--- config.mk ---
export PLATFORM = sky130hd
export DESIGN_NAME = serial_subtractor_flat
export DESIGN_NICKNAME = d
export VERILOG_FILES = /design/src/rtl/serial_subtractor_pkg.sv /design/src/rtl/serial_subtractor_if.sv /design/src/rtl/serial_subtractor_full_subtractor.sv /design/src/rtl/serial_subtractor.sv /design/src/flat_wrapper.sv
export SDC_FILE = /design/constraint.sdc
export NUM_CORES = 1
export LEC_CHECK = 0
export ABC_AREA = 1
export CAP_MARGIN = 20
export CORE_ASPECT_RATIO = 0.6
export CORE_UTILIZATION = 25
export DETAILED_ROUTE_END_ITERATION = 6
export PLACE_DENSITY = 0.54
export SLEW_MARGIN = 40
export SYNTH_ARGS = -nofsm -noshare
export SYNTH_HDL_FRONTEND = slang
export SYNTH_SLANG_ARGS = --single-unit
--- constraint.sdc ---
create_clock -name clk -period 3.8 [get_ports clk]
set_input_delay 0.57 -clock clk [delete_from_list [all_inputs] [get_ports clk]]
set_output_delay 0.57 -clock clk [all_outputs]
set_load 0.03 [all_outputs]
--- src/rtl/serial_subtractor_pkg.sv ---
// serial_subtractor_pkg: shared FSM state type and default width for the bit-serial subtractor.
package serial_sub_pkg;
  localparam int DEFAULT_WIDTH = 8;
  typedef enum logic [1:0] {IDLE, SHIFT, DONE} state_t;
endpackage

--- src/rtl/serial_subtractor_if.sv ---
// serial_subtractor_if: start/done handshake and operand/result bus; SUB_OVERFLOW_EN adds ovf.
interface serial_subtractor_if import serial_sub_pkg::*; #(parameter int WIDTH = DEFAULT_WIDTH);
  logic start;
  logic [WIDTH-1:0] a;
  logic [WIDTH-1:0] b;
  logic bin;
  logic ready;
  logic busy;
  logic done;
  logic [WIDTH-1:0] diff;
  logic bout;
  logic [WIDTH:0] result;
`ifdef SUB_OVERFLOW_EN
  logic ovf;
  modport master (output start, a, b, bin, input ready, busy, done, diff, bout, result, ovf);
  modport slave (input start, a, b, bin, output ready, busy, done, diff, bout, result, ovf);
`else
  modport master (output start, a, b, bin, input ready, busy, done, diff, bout, result);
  modport slave (input start, a, b, bin, output ready, busy, done, diff, bout, result);
`endif
endinterface

--- src/rtl/serial_subtractor_full_subtractor.sv ---
// full_subtractor: one-bit x - y - br_in with borrow-out.
module full_subtractor (
  input  logic x,
  input  logic y,
  input  logic br_in,
  output logic d,
  output logic br_out
);
  assign d = x ^ y ^ br_in;
  assign br_out = (~x & y) | (~(x ^ y) & br_in);
endmodule

--- src/rtl/serial_subtractor.sv ---
// serial_subtractor: LSB-first bit-serial a - b - bin with start/done handshake; SUB_OVERFLOW_EN adds signed-overflow flag ovf.
module serial_subtractor import serial_sub_pkg::*; #(
  parameter int WIDTH = DEFAULT_WIDTH
) (
  input logic clk,
  input logic rst_n,
  serial_subtractor_if.slave bus
);
  localparam int CW = $clog2(WIDTH);
  localparam logic [CW-1:0] LAST = CW'(WIDTH - 1);
  state_t state;
  logic [WIDTH-1:0] a_sh, b_sh, diff_sh, diff, diff_next;
  logic [CW-1:0] count;
  logic br, br_next, d, ready, busy, done, bout;
  full_subtractor fs (.x(a_sh[0]), .y(b_sh[0]), .br_in(br), .d(d), .br_out(br_next));
  assign diff_next = {d, diff_sh[WIDTH-1:1]};
  assign bus.ready = ready;
  assign bus.busy = busy;
  assign bus.done = done;
  assign bus.diff = diff;
  assign bus.bout = bout;
  assign bus.result = {bout, diff};
`ifdef SUB_OVERFLOW_EN
  // operand MSBs are shifted out during SHIFT, so keep them for the overflow test
  logic a_msb, b_msb, ovf;
  assign bus.ovf = ovf;
  always_ff @(posedge clk) begin
    if (!rst_n) begin
      a_msb <= 1'b0;
      b_msb <= 1'b0;
      ovf <= 1'b0;
    end else if (state == IDLE && bus.start) begin
      a_msb <= bus.a[WIDTH-1];
      b_msb <= bus.b[WIDTH-1];
    end else if (state == SHIFT && count == LAST) begin
      ovf <= (a_msb != b_msb) && (d != a_msb);
    end
  end
`endif
  always_ff @(posedge clk) begin
    if (!rst_n) begin
      state <= IDLE;
      a_sh <= '0;
      b_sh <= '0;
      diff_sh <= '0;
      br <= 1'b0;
      count <= '0;
      ready <= 1'b1;
      busy <= 1'b0;
      done <= 1'b0;
      diff <= '0;
      bout <= 1'b0;
    end else begin
      done <= 1'b0;
      case (state)
        IDLE: if (bus.start) begin
          a_sh <= bus.a;
          b_sh <= bus.b;
          br <= bus.bin;
          count <= '0;
          ready <= 1'b0;
          busy <= 1'b1;
          state <= SHIFT;
        end
        SHIFT: begin
          a_sh <= a_sh >> 1;
          b_sh <= b_sh >> 1;
          diff_sh <= diff_next;
          br <= br_next;
          count <= count + CW'(1);
          if (count == LAST) begin
            diff <= diff_next;
            bout <= br_next;
            busy <= 1'b0;
            done <= 1'b1;
            state <= DONE;
          end
        end
        default: begin
          ready <= 1'b1;
          state <= IDLE;
        end
      endcase
    end
  end
endmodule
--- src/flat_wrapper.sv ---
// flat-port wrapper written by rule: the top's interface ports become plain ports
module serial_subtractor_flat import serial_sub_pkg::*;
#(
  parameter int WIDTH = DEFAULT_WIDTH
)
  (clk, rst_n, bus_start, bus_a, bus_b, bus_bin, bus_ready, bus_busy, bus_done, bus_diff, bus_bout, bus_result);
  serial_subtractor_if #(.WIDTH(WIDTH)) bus_i ();
  input logic clk;
  input logic rst_n;
  input wire logic [$bits(bus_i.start)-1:0] bus_start;
  input wire logic [$bits(bus_i.a)-1:0] bus_a;
  input wire logic [$bits(bus_i.b)-1:0] bus_b;
  input wire logic [$bits(bus_i.bin)-1:0] bus_bin;
  output wire logic [$bits(bus_i.ready)-1:0] bus_ready;
  output wire logic [$bits(bus_i.busy)-1:0] bus_busy;
  output wire logic [$bits(bus_i.done)-1:0] bus_done;
  output wire logic [$bits(bus_i.diff)-1:0] bus_diff;
  output wire logic [$bits(bus_i.bout)-1:0] bus_bout;
  output wire logic [$bits(bus_i.result)-1:0] bus_result;
  assign bus_i.start = bus_start;
  assign bus_i.a = bus_a;
  assign bus_i.b = bus_b;
  assign bus_i.bin = bus_bin;
  assign bus_ready = bus_i.ready;
  assign bus_busy = bus_i.busy;
  assign bus_done = bus_i.done;
  assign bus_diff = bus_i.diff;
  assign bus_bout = bus_i.bout;
  assign bus_result = bus_i.result;
  serial_subtractor #(.WIDTH(WIDTH)) u_core (.clk(clk), .rst_n(rst_n), .bus(bus_i));
endmodule
* After elaboration in Yosys (flattened, before gate mapping) *
Cells that the tools add are included.
W data, S select, Z words.

word-level totals
  bits in writable memories = 0
  register bits after elaboration = 42
  memories = 0
  bits in latches = 0
  output and inout port bits = 21
  bits in read-only memories = 0
  word-level logic and storage cells = 49

cells by class
  $lt $le $gt $ge = 0
  divide/modulo/power cells = 0
  bitwise gates (word level) = 8
  add/sub/neg operators = 1
  equal/unequal tests = 4
  multiply operators = 0
  reduce and logical (&&, ||, !) cells = 8
  multiplexer cells = 17
  shifts and indexed selects = 0

operators by type and width
  operator               number
  $pmux W8 S2            2
  $mux W8                2
  $reduce_and A2 Y1      5
  $pmux W1 S2            3
  $pmux W3 S2            1
  $mux W1                5
  $mux W2                2
  $pmux W2 S2            1
  $add A3 B1 Y3 const B  1
  $eq A3 B3 Y1 const B   1
  $mux W3                1
  $not A1 Y1             3
  $reduce_and A3 Y1      1
  $and A1 B1 Y1          2
  $eq A2 B1 Y1 const B   1
  $logic_not A2 Y1       1
  $ne A2 B1 Y1 const B   1
  $ne A2 B2 Y1 const B   1
  $reduce_bool A2 Y1     1
  $xor A1 B1 Y1          2
  $or A1 B1 Y1           1

* Depth between registers and ports, before layout *
Gate-level depths: netlist of run 1.

  word-level depth = 5
  mapped depth = 7
  gate-level depth less buffers = 7

* Hierarchy *
From an unflattened synthesis of run 1, not the netlist that was laid out.

unflattened totals
  cells, all modules = 274
  area total of the unflattened synthesis = 1893.1 um^2

modules (own cells, without submodules)
  module             instances  cells each  area each (um^2)
  serial_subtractor  1          270         1861.8
  full_subtractor    1          4           31.3

* Least setup slack after synthesis of run 1 *
OpenSTA, ideal clock, no wires.

  path kind = reg-to-reg
  from = reg u_core.count[0]
  to = reg u_core.diff[0] (netlist: u_core.bus.diff[0])
  setup slack = 2.487 ns
  data required time = 3.729 ns
  library setup time = 0.071 ns
  data arrival time = 1.242 ns
  cell stages (with the launch flop) = 7
  path through = dfxtp_1 > ha_1 > ha_1 > buf_2 > nand3_1 > nand2_1 > a21oi_1

on the way
  longest elaborated chain between the ends = 2

ends and longest elaborated chain
  element                             RTL line                 source
  from (decl)                         serial_subtractor.sv:13  logic [CW-1:0] count;
  from (signal assigned)              serial_subtractor.sv:70  count <= count + CW'(1);
  $eq A3 B3 Y1                        serial_subtractor.sv:71  if (count == LAST) begin
  $reduce_and A2 Y1 (no source line)  --
  to (signal assigned)                serial_subtractor.sv:72  diff <= diff_next;
  to (decl)                           serial_subtractor.sv:12  logic [WIDTH-1:0] a_sh, b_sh, diff_sh, diff, diff_next;

Every way passes these cells.
A chain may end at the register's enable or synchronous reset.

* Final worst setup path of run 1 *
  from = in rst_n
  to = reg u_core.done (netlist: u_core.bus.done)

on the way
  longest elaborated chain between the ends = 1

ends and longest elaborated chain
  element                             RTL line                 source
  from (decl)                         flat_wrapper.sv:9        input logic rst_n;
  $reduce_and A2 Y1 (no source line)  --
  to (signal assigned)                serial_subtractor.sv:50  done <= 1'b0;
  to (signal assigned)                serial_subtractor.sv:54  done <= 1'b0;
  to (signal assigned)                serial_subtractor.sv:75  done <= 1'b1;
  to (decl)                           serial_subtractor.sv:14  logic br, br_next, d, ready, busy, done, bout;

Every way passes these cells.

==> results.md, run 1 <==
* Int Pwr at 751 uW
* Critical path type: primary input to flip-flop
* Routed len/inst at 10.4 um
* Switching share of power at 24.7%
* Die width at 114 um
* Critical Path Stages at 4
* Final wirelength at 4.17 mm
* Delay-heaviest family, CP: buffers and inverters
* Final non-filler cell total at 401
* Post-Syn Instances at 272
* Startpoint types: primary input
* Syn_area_per_cell at 6.93 um2
* Initial antenna violation count at 0
* Post-synthesis cell type with the largest combined area: dfxtp_1
* Register bit total from synthesis at 41
* Placed insts at 394
* Leakage at 0.00102 uW
* First-pass GRT wire length at 7.02 mm
* Pin count of the biggest net entering global routing at 36
* Synth top area cells: dfxtp_1 (44%), nand2_1 (16%), nor2_1 (9.4%)
* Worst Hold End: u_core.a_sh[7]$_SDFFE_PN0P_
* Worst-path clk slew at 60 ps
* Crit. End Element: flip-flop
* Worst EP required at 3980 ps
* Max FO, Critical Path at 25
* H-tree depth at 2
* Fin. Hold Viols at 0
* Post-route antenna net violation count at 0
* Net Count, Synth at 296
* Status: completed
* Critical Path AT at 2080 ps
* Tcrit/Tclk final at 49.8%
* IO Port Bufs at 40
* Root Buffer: clkbuf_16
* Core box area at 7270 um2
* Inserted Clock Buffers at 5
* Reg2Reg Depth at 5
* Number of nets in the layout at 322
* Critical-path top delay cell: clkdlybuf4s50_1
* Top post-synthesis cells by count: nand2_1 (79), nor2_1 (47), dfxtp_1 (41)
* Worst skew pair latency at 280 ps
* Most common cell in the netlist: nand2_1
* Relative slew slack at 50.0%
* P per Cell Area at 411 nW/um2
* R2R setup slack at 2100 ps
* Slew at the pin closest to its max-slew limit at 749 ps
* Max Cap Violations at 0
* Min Clock Period, post-route at 1890 ps
* DRC Markers at 0
* Clock sinks at 41
* P&R area growth vs syn at 28.7%
* Drt first pass iters at 4
* CTS tree: yes
* Metal1 wirelength at 2.25 mm
* Drt via density at 4.11
* Fmax at 529 MHz
* Max-slew violation count at 0
* Sequential share of the synthesized area at 43.5%
* Reg power frac at 47.9%
* Final Skew at 4.03 ps
* Hold path start: u_core.a_sh[7]$_SDFFE_PN0P_
* Die ar. at 7900 um2
* YS warnings at 0
* # hold bufs at CTS at 0
* Crit-path max cell delay at 460 ps
* Switch Pwr at 246 uW
* Post-CTS setup buffer count at 0
* Met2 wire len at 1.72 mm
* Number of synthesized flops with an enable pin at 0
* HP Class: flip-flop to flip-flop
* Fillers at 800
* Multi-input logic area at 830 um2
* Vias in the first global route at 1500
* Global route overflow at 0
* Post-cts gate resize count at 0
* Placement Rows at 24
* DR top layer: met4
* Chip height at 69.3 um
* Setup TNS at 0 ps
* Ports at 41
* IR drop worst, VDD at 0.166 mV
* Synth Flop Type: dfxtp_1
* Min-Delay Path Depth at 2
* Vias at 1649
* Layout cell share with drive strength beyond 1 at 4.71%
* RSZ-0062 raised after global routing: no
* GPL Wtd Cong at 0.724
* Global Route Usage Sum at 11.3%
* Setup Viol. Count Final at 0
* Power share of the clock group at 38.6%
* Clock tree buffer depth at 2
* Initial DRC Count at 84
* Sequential cell area at 822 um2
* Worst r2r src: u_core.count[0]$_SDFFE_PN0P_
* Total inserted antenna cells at 0
* Buf/Inv on CP at 3
* Met3 wire len at 181 um
* Share of the synthesized area in the top cell type at 43.5%
* Area of the mapped netlist at 1890 um2
* Share of flip-flops with an asynchronous set or reset at 0%
* Combinational share of power at 13.5%
* Cell chain of the critical path: clkdlybuf4s50_1 > buf_4 > clkinv_1 > nor3_1
* Initial core utilization at 25.9%
* Distinct cells, synth at 19
* Reg2reg end: u_core.bus.bout$_SDFFE_PN0P_
* Hpwl dp at 2.81 mm
-- per-stage QoR --
| step | power, uW | utilization [%] | instance area (um2) | setup slack (ps) | hold slack, ps |
|---|---|---|---|---|---|
| after CTS | 1010 | 33.0 | 2400 | 1830 | 469 |
| after detailed placement | 617 | 31.2 | 2270 | 1590 | 460 |
| after floorplan | 577 | - | 1890 | 2490 | 439 |
| after global placement | 614 | 31.2 | 2270 | 1610 | 454 |
| after global routing | 1060 | 33.4 | 2430 | 1730 | 488 |
| final | 997 | 33.4 | 2430 | 1910 | 461 |
-- registers in the layout, summed over array words and instances (netlist names) --
signal / flops
u_core.bus.ready: 1
u_core.b_sh: 8
u_core.bus.bout: 1
u_core.a_sh: 8
u_core.bus.busy: 1
u_core.count: 3
u_core.bus.done: 1
u_core.state: 2
u_core.diff_sh: 7
u_core.br: 1
u_core.bus.diff: 8
-- power by group through the flow --
stage / Combinational (uW) / Clock, uW / Sequential (uW)
5_1_grt: 155 / 421 / 481
2_1_floorplan: 96.1 / 0 / 481
6_report: 134 / 385 / 478
4_1_cts: 130 / 401 / 477
3_5_place_dp: 130 / 0 / 486
3_3_place_gp: 128 / 0 / 486
-- worst reg2reg max path, stage by stage, from the launching register on --
cell     delay, ps
dfxtp_1        350
ha_1           190
ha_1           390
nand3_1        400
nand2_1        180
a21oi_1         80
-- kinds of logic after synthesis --
family,Yosys count,share of synthesized area [%]
flops,41,43.5
compound gates,25,7.23
buf+inv,44,12.5
fa+ha+maj,4,3.05
simple gates,158,33.7
-- cells in the final DEF, fill, tap and decap left out, drive strengths merged --
| cell | count |
|---|---|
| clkdlybuf4s50 | 40 |
| o21ai | 9 |
| ha | 3 |
| nand2 | 80 |
| nor2 | 48 |
| nand3 | 28 |
| inv | 20 |
| dfxtp | 41 |
| fa | 1 |
| buf | 2 |
| clkinv | 2 |
| clkbuf | 5 |
| a21oi | 16 |
| nor3 | 2 |
-- worst max path at each step --
stage / to / slack (ps) / startpoint
after global placement: u_core.a_sh[4]$_SDFFE_PN0P_ / 1610 / bus_start
after CTS: u_core.bus.bout$_SDFFE_PN0P_ / 1830 / u_core.state[0]$_SDFFE_PN0P_
after floorplan: u_core.bus.diff[0]$_SDFFE_PN0P_ / 2490 / u_core.count[0]$_SDFFE_PN0P_
after global routing: u_core.bus.done$_SDFF_PN0_ / 1730 / rst_n
final: u_core.bus.done$_SDFF_PN0_ / 1910 / rst_n
after detailed placement: u_core.bus.done$_SDFF_PN0_ / 1590 / rst_n
-- metal layers --
| layer | track usage, % | vias up |
|---|---|---|
| met3 | 3.41 | 5 |
| met2 | 17.0 | 30 |
| li1 | - | 889 |
| met1 | 15.7 | 725 |
| met5 | 0 | - |
| met4 | 3.03 | 0 |
-- layout make-up --
cell class / count / area share (%)
Multi-Input combinational cell: 187 / 34.2
Sequential cell: 41 / 33.9
Timing Repair Buffer: 42 / 17.9
Tap cell: 104 / 5.36
Clock buffer: 5 / 5.16
Inverter: 21 / 3.25
Clock inverter: 1 / 0.206
No activity file was read; power rests on OpenSTA's default activity.
==> run 2: changes to the inputs <==
- PLACE_DENSITY: 0.54 -> 0.56
- clock period: 3.8 -> 1.7 ns (I/O delays scaled with it)
==> results.md, run 2 (synthesis gave the netlist of run 1 again) <==
* Worst-path clk slew at 60 ps
* Initial core utilization at 25.9%
* Crit-path max cell delay at 680 ps
* Inserted Clock Buffers at 5
* Leakage at 0.00106 uW
* Max FO, Critical Path at 3
* Vias in the first global route at 1539
* Tcrit/Tclk final at 92.1%
* # hold bufs at CTS at 0
* Total inserted antenna cells at 0
* P per Cell Area at 984 nW/um2
* Critical-path top delay cell: clkdlybuf4s50_1
* Drt via density at 4.11
* Setup Viol. Count Final at 0
* Fin. Hold Viols at 0
* Delay-heaviest family, CP: buffers and inverters
* Fillers at 793
* Drt first pass iters at 5
* Startpoint types: flip-flop
* HP Class: flip-flop to flip-flop
* Worst EP required at 1440 ps
* Post-route antenna net violation count at 0
* Post-CTS setup buffer count at 0
* Root Buffer: clkbuf_16
* Max Cap Violations at 0
* DRC Markers at 0
* Fin Hold WS at 465 ps
* RSZ-0062 raised after global routing: no
* Chip height at 69.3 um
* CTS tree: yes
* Buf/Inv on CP at 1
* Vias at 1681
* H-tree depth at 2
* Pin count of the biggest net entering global routing at 36
* Worst setup margin at 135 ps
* Routed len/inst at 10.5 um
* Status: completed
* Max-slew violation count at 0
* Clock sinks at 41
* Fmax at 639 MHz
* Initial antenna violation count at 0
* Critical Path AT at 1310 ps
* Initial DRC Count at 57
* Setup TNS at 0 ps
* Placed insts at 401
* Ports at 41
* Leading cell type in the layout, fill and taps excluded: nand2_1
* Placement Rows at 24
* Slew at the pin closest to its max-slew limit at 465 ps
* Clock tree buffer depth at 2
* Hpwl dp at 2.96 mm
* Core box area at 7270 um2
* Cell chain of the critical path: clkdlybuf4s50_1
* Commonest cells after routing, fill and taps aside: nand2_1 (79), nor2_1 (47), dfxtp_1 (41)
* Final Skew at 8.36 ps
* Final wirelength at 4.30 mm
* Global route overflow at 0
* Global Route Usage Sum at 11.6%
* Min Clock Period, post-route at 1560 ps
* Post-cts gate resize count at 0
* Critical path type: flip-flop to output port
* Worst skew pair latency at 280 ps
* IO Port Bufs at 40
* Final non-filler cell total at 409
* P&R area growth vs syn at 33.5%
* Crit. End Element: output port
* GPL Wtd Cong at 0.708
* Die ar. at 7900 um2
* Number of nets in the layout at 328
* Layout cell share with drive strength beyond 1 at 6.56%
* IR drop worst, VDD at 0.425 mV
* Die width at 114 um
* First-pass GRT wire length at 7.22 mm
* Biggest regs: u_core.a_sh (8), u_core.b_sh (8), u_core.bus.diff (8)
* Pre-CTS WS at 225 ps
* Relative slew slack at 68.9%
==> run 2: routing by layer <==
| layer | vias up | GRT usage, % | routed length, um |
|---|---|---|---|
| li1 | 900 | - | - |
| met1 | 747 | 16.0 | 2280 |
| met2 | 29 | 17.4 | 1830 |
| met3 | 5 | 3.32 | 156 |
| met4 | 0 | 3.46 | 35 |
| met5 | - | 0 | 0 |
==> run 2: final timing paths <==
check	startpoint	endpoint	slack (ps)	cells after the start
max	u_core.bus.diff[5]$_SDFFE_PN0P_	bus_diff[5]	140	1
min	u_core.a_sh[7]$_SDFFE_PN0P_	u_core.a_sh[7]$_SDFFE_PN0P_	460	2
max reg2reg	u_core.count[0]$_SDFFE_PN0P_	u_core.bus.busy$_SDFFE_PN0P_	310	5
min reg2reg	u_core.a_sh[7]$_SDFFE_PN0P_	u_core.a_sh[7]$_SDFFE_PN0P_	460	2
==> run 2: layout make-up <==
class	count	area (um2)	share of cell area [%]
repair buffers	48	485	19.3
flip-flops and latches	41	821	32.6
multi-input cells	187	830	33.0
inverters	21	78.8	3.13
clock buffers	7	143	5.67
clock inverters	1	30.0	1.19
well taps	104	130	5.17
==> run 2: where the power goes <==
part           switching (uW)  internal, uW
clock                     365           733
combinational             180           143
sequential               34.4          1020
total                     580          1900
==> run 2: metrics by stage <==
| stage | utilization (%) | area [um2] | power [uW] |
|---|---|---|---|
| after global routing | 34.6 | 2520 | 2600 |
| after global placement | 32.3 | 2340 | 1390 |
| after floorplan | - | 1890 | 1290 |
| after CTS | 34.6 | 2520 | 2500 |
| after detailed placement | 32.3 | 2340 | 1400 |
| final | 34.6 | 2520 | 2480 |
==> run 3: changes to the inputs <==
- CORE_MARGIN: unset -> 3
- RECOVER_POWER: unset -> 100
==> results.md, run 3 (synthesis gave the netlist of run 1 again) <==
* Status: completed
* Fin. Hold Viols at 0
* Switching share of power at 22.8%
* Worst-path clk slew at 60 ps
* R2R setup slack at 220 ps
* Critical Path AT at 1360 ps
* Biggest regs: u_core.a_sh (8), u_core.b_sh (8), u_core.bus.diff (8)
* Routed len/inst at 9.82 um
* Number of nets in the layout at 328
* Startpoint types: flip-flop
* Die ar. at 8650 um2
* Buf/Inv on CP at 1
* Ports at 41
* Setup crit start: u_core.bus.diff[4]$_SDFFE_PN0P_
* Fillers at 774
* Layout cell share with drive strength beyond 1 at 6.23%
* Delay-heaviest family, CP: buffers and inverters
* Setup TNS at 0 ps
* Max FO, Critical Path at 3
* Root Buffer: clkbuf_16
* Post-route antenna net violation count at 0
* DRC Markers at 0
* Worst skew pair latency at 280 ps
* Drt first pass iters at 4
* Slew at the pin closest to its max-slew limit at 439 ps
* Hold path start: u_core.bus.busy$_SDFFE_PN0P_
* P&R area growth vs syn at 31.7%
* Util after Layout at 35.5%
* Leakage at 0.00110 uW
* Post-cts gate resize count at 0
* P per Cell Area at 984 nW/um2
* Crit. End Element: output port
* Max-slew violation count at 0
* Initial core utilization at 27.0%
* Cell chain of the critical path: dlygate4sd3_1
* HP Class: flip-flop to flip-flop
* Crit-path max cell delay at 750 ps
* Global route overflow at 0
* Int Pwr at 1890 uW
* Critical path type: flip-flop to output port
* First-pass GRT wire length at 6.67 mm
* Core box area at 6990 um2
* Vias at 1618
* Worst EP required at 1440 ps
* Total inserted antenna cells at 0
* Pin count of the biggest net entering global routing at 36
* IO Port Bufs at 40
* Pre-CTS WS at 262 ps
* Clock tree buffer depth at 2
* Post-CTS setup buffer count at 0
* Critical-path top delay cell: dlygate4sd3_1
* IR drop worst, VDD at 0.412 mV
* Reg power frac at 43.2%
* Final non-filler cell total at 405
* Worst r2r src: u_core.state[1]$_SDFFE_PN0P_
* Min Clock Period, post-route at 1620 ps
* Final Skew at 2.09 ps
* Fmax at 619 MHz
* Combinational share of power at 12.5%
* Leading cell type in the layout, fill and taps excluded: nand2_1
* Hpwl dp at 2.84 mm
* Die width at 118 um
* Clock sinks at 41
* Chip height at 73.3 um
* GPL Wtd Cong at 0.715
* Global Route Usage Sum at 9.68%
* Max Cap Violations at 0
* RSZ-0062 raised after global routing: no
* H-tree depth at 2
* Switch Pwr at 557 uW
* Vias in the first global route at 1436
* Tcrit/Tclk final at 95.0%
* Placed insts at 397
* Inserted Clock Buffers at 5
* Initial DRC Count at 82
* CTS tree: yes
* Initial antenna violation count at 0
* Setup Viol. Count Final at 0
* Power share of the clock group at 44.3%
* Commonest cells after routing, fill and taps aside: nand2_1 (79), nor2_1 (47), dfxtp_1 (41)
* Drt via density at 4.00
* Fin Hold WS at 457 ps
* Placement Rows at 23
* Final wirelength at 3.98 mm
* # hold bufs at CTS at 0
* Worst setup margin at 84.7 ps
* Relative slew slack at 70.7%
## run 3: cell types whose count changed in the layout (fill, tap and decap cells not counted)
cell / previous run / this run
clkdlybuf4s50_1: 40 / 25
clkbuf_2: 0 / 1
buf_2: 0 / 1
clkbuf_4: 0 / 1
buf_12: 2 / 0
dlygate4sd3_1: 0 / 15
inv_1: 18 / 19
inv_2: 2 / 1
buf_4: 6 / 5
## run 3: power by group through the flow
stage	logic, uW	registers, uW	clock network [uW]
4_1_cts	319	1060	1110
3_3_place_gp	315	1070	0
6_report	306	1060	1080
5_1_grt	359	1060	1150
3_5_place_dp	318	1080	0
2_1_floorplan	215	1080	0
## run 3: cell type report
type | instances | area, um2 | share of cell area (%)
Inverter | 21 | 78.8 | 3.18
Timing Repair Buffer | 48 | 455 | 18.3
Multi-Input combinational cell | 187 | 830 | 33.4
Clock inverter | 1 | 30.0 | 1.21
Tap cell | 100 | 125 | 5.04
Clock buffer | 7 | 143 | 5.75
Sequential cell | 41 | 821 | 33.1
## run 3: metal layers
metal | share of wire [%] | up-vias | GRT usage, % | routed length, um
met5 | 0 | - | 0 | 0
met4 | 1.0 | 0 | 3.90 | 40
met3 | 5.1 | 5 | 3.46 | 204
met2 | 42 | 20 | 14.6 | 1680
met1 | 52 | 692 | 12.7 | 2050
li1 | - | 901 | - | -
## run 3: final timing paths
check	to	cells after the start
max	bus_result[4]	1
min	u_core.bus.busy$_SDFFE_PN0P_	2
max reg2reg	u_core.b_sh[0]$_SDFFE_PN0P_	7
min reg2reg	u_core.bus.busy$_SDFFE_PN0P_	2
## run 3: per-stage QoR
stage               instance area [um2]  power, uW
detailed placement                 2330       1390
floorplan                          1890       1290
CTS                                2500       2490
global route                       2480       2570
global placement                   2330       1390
finish                             2480       2440
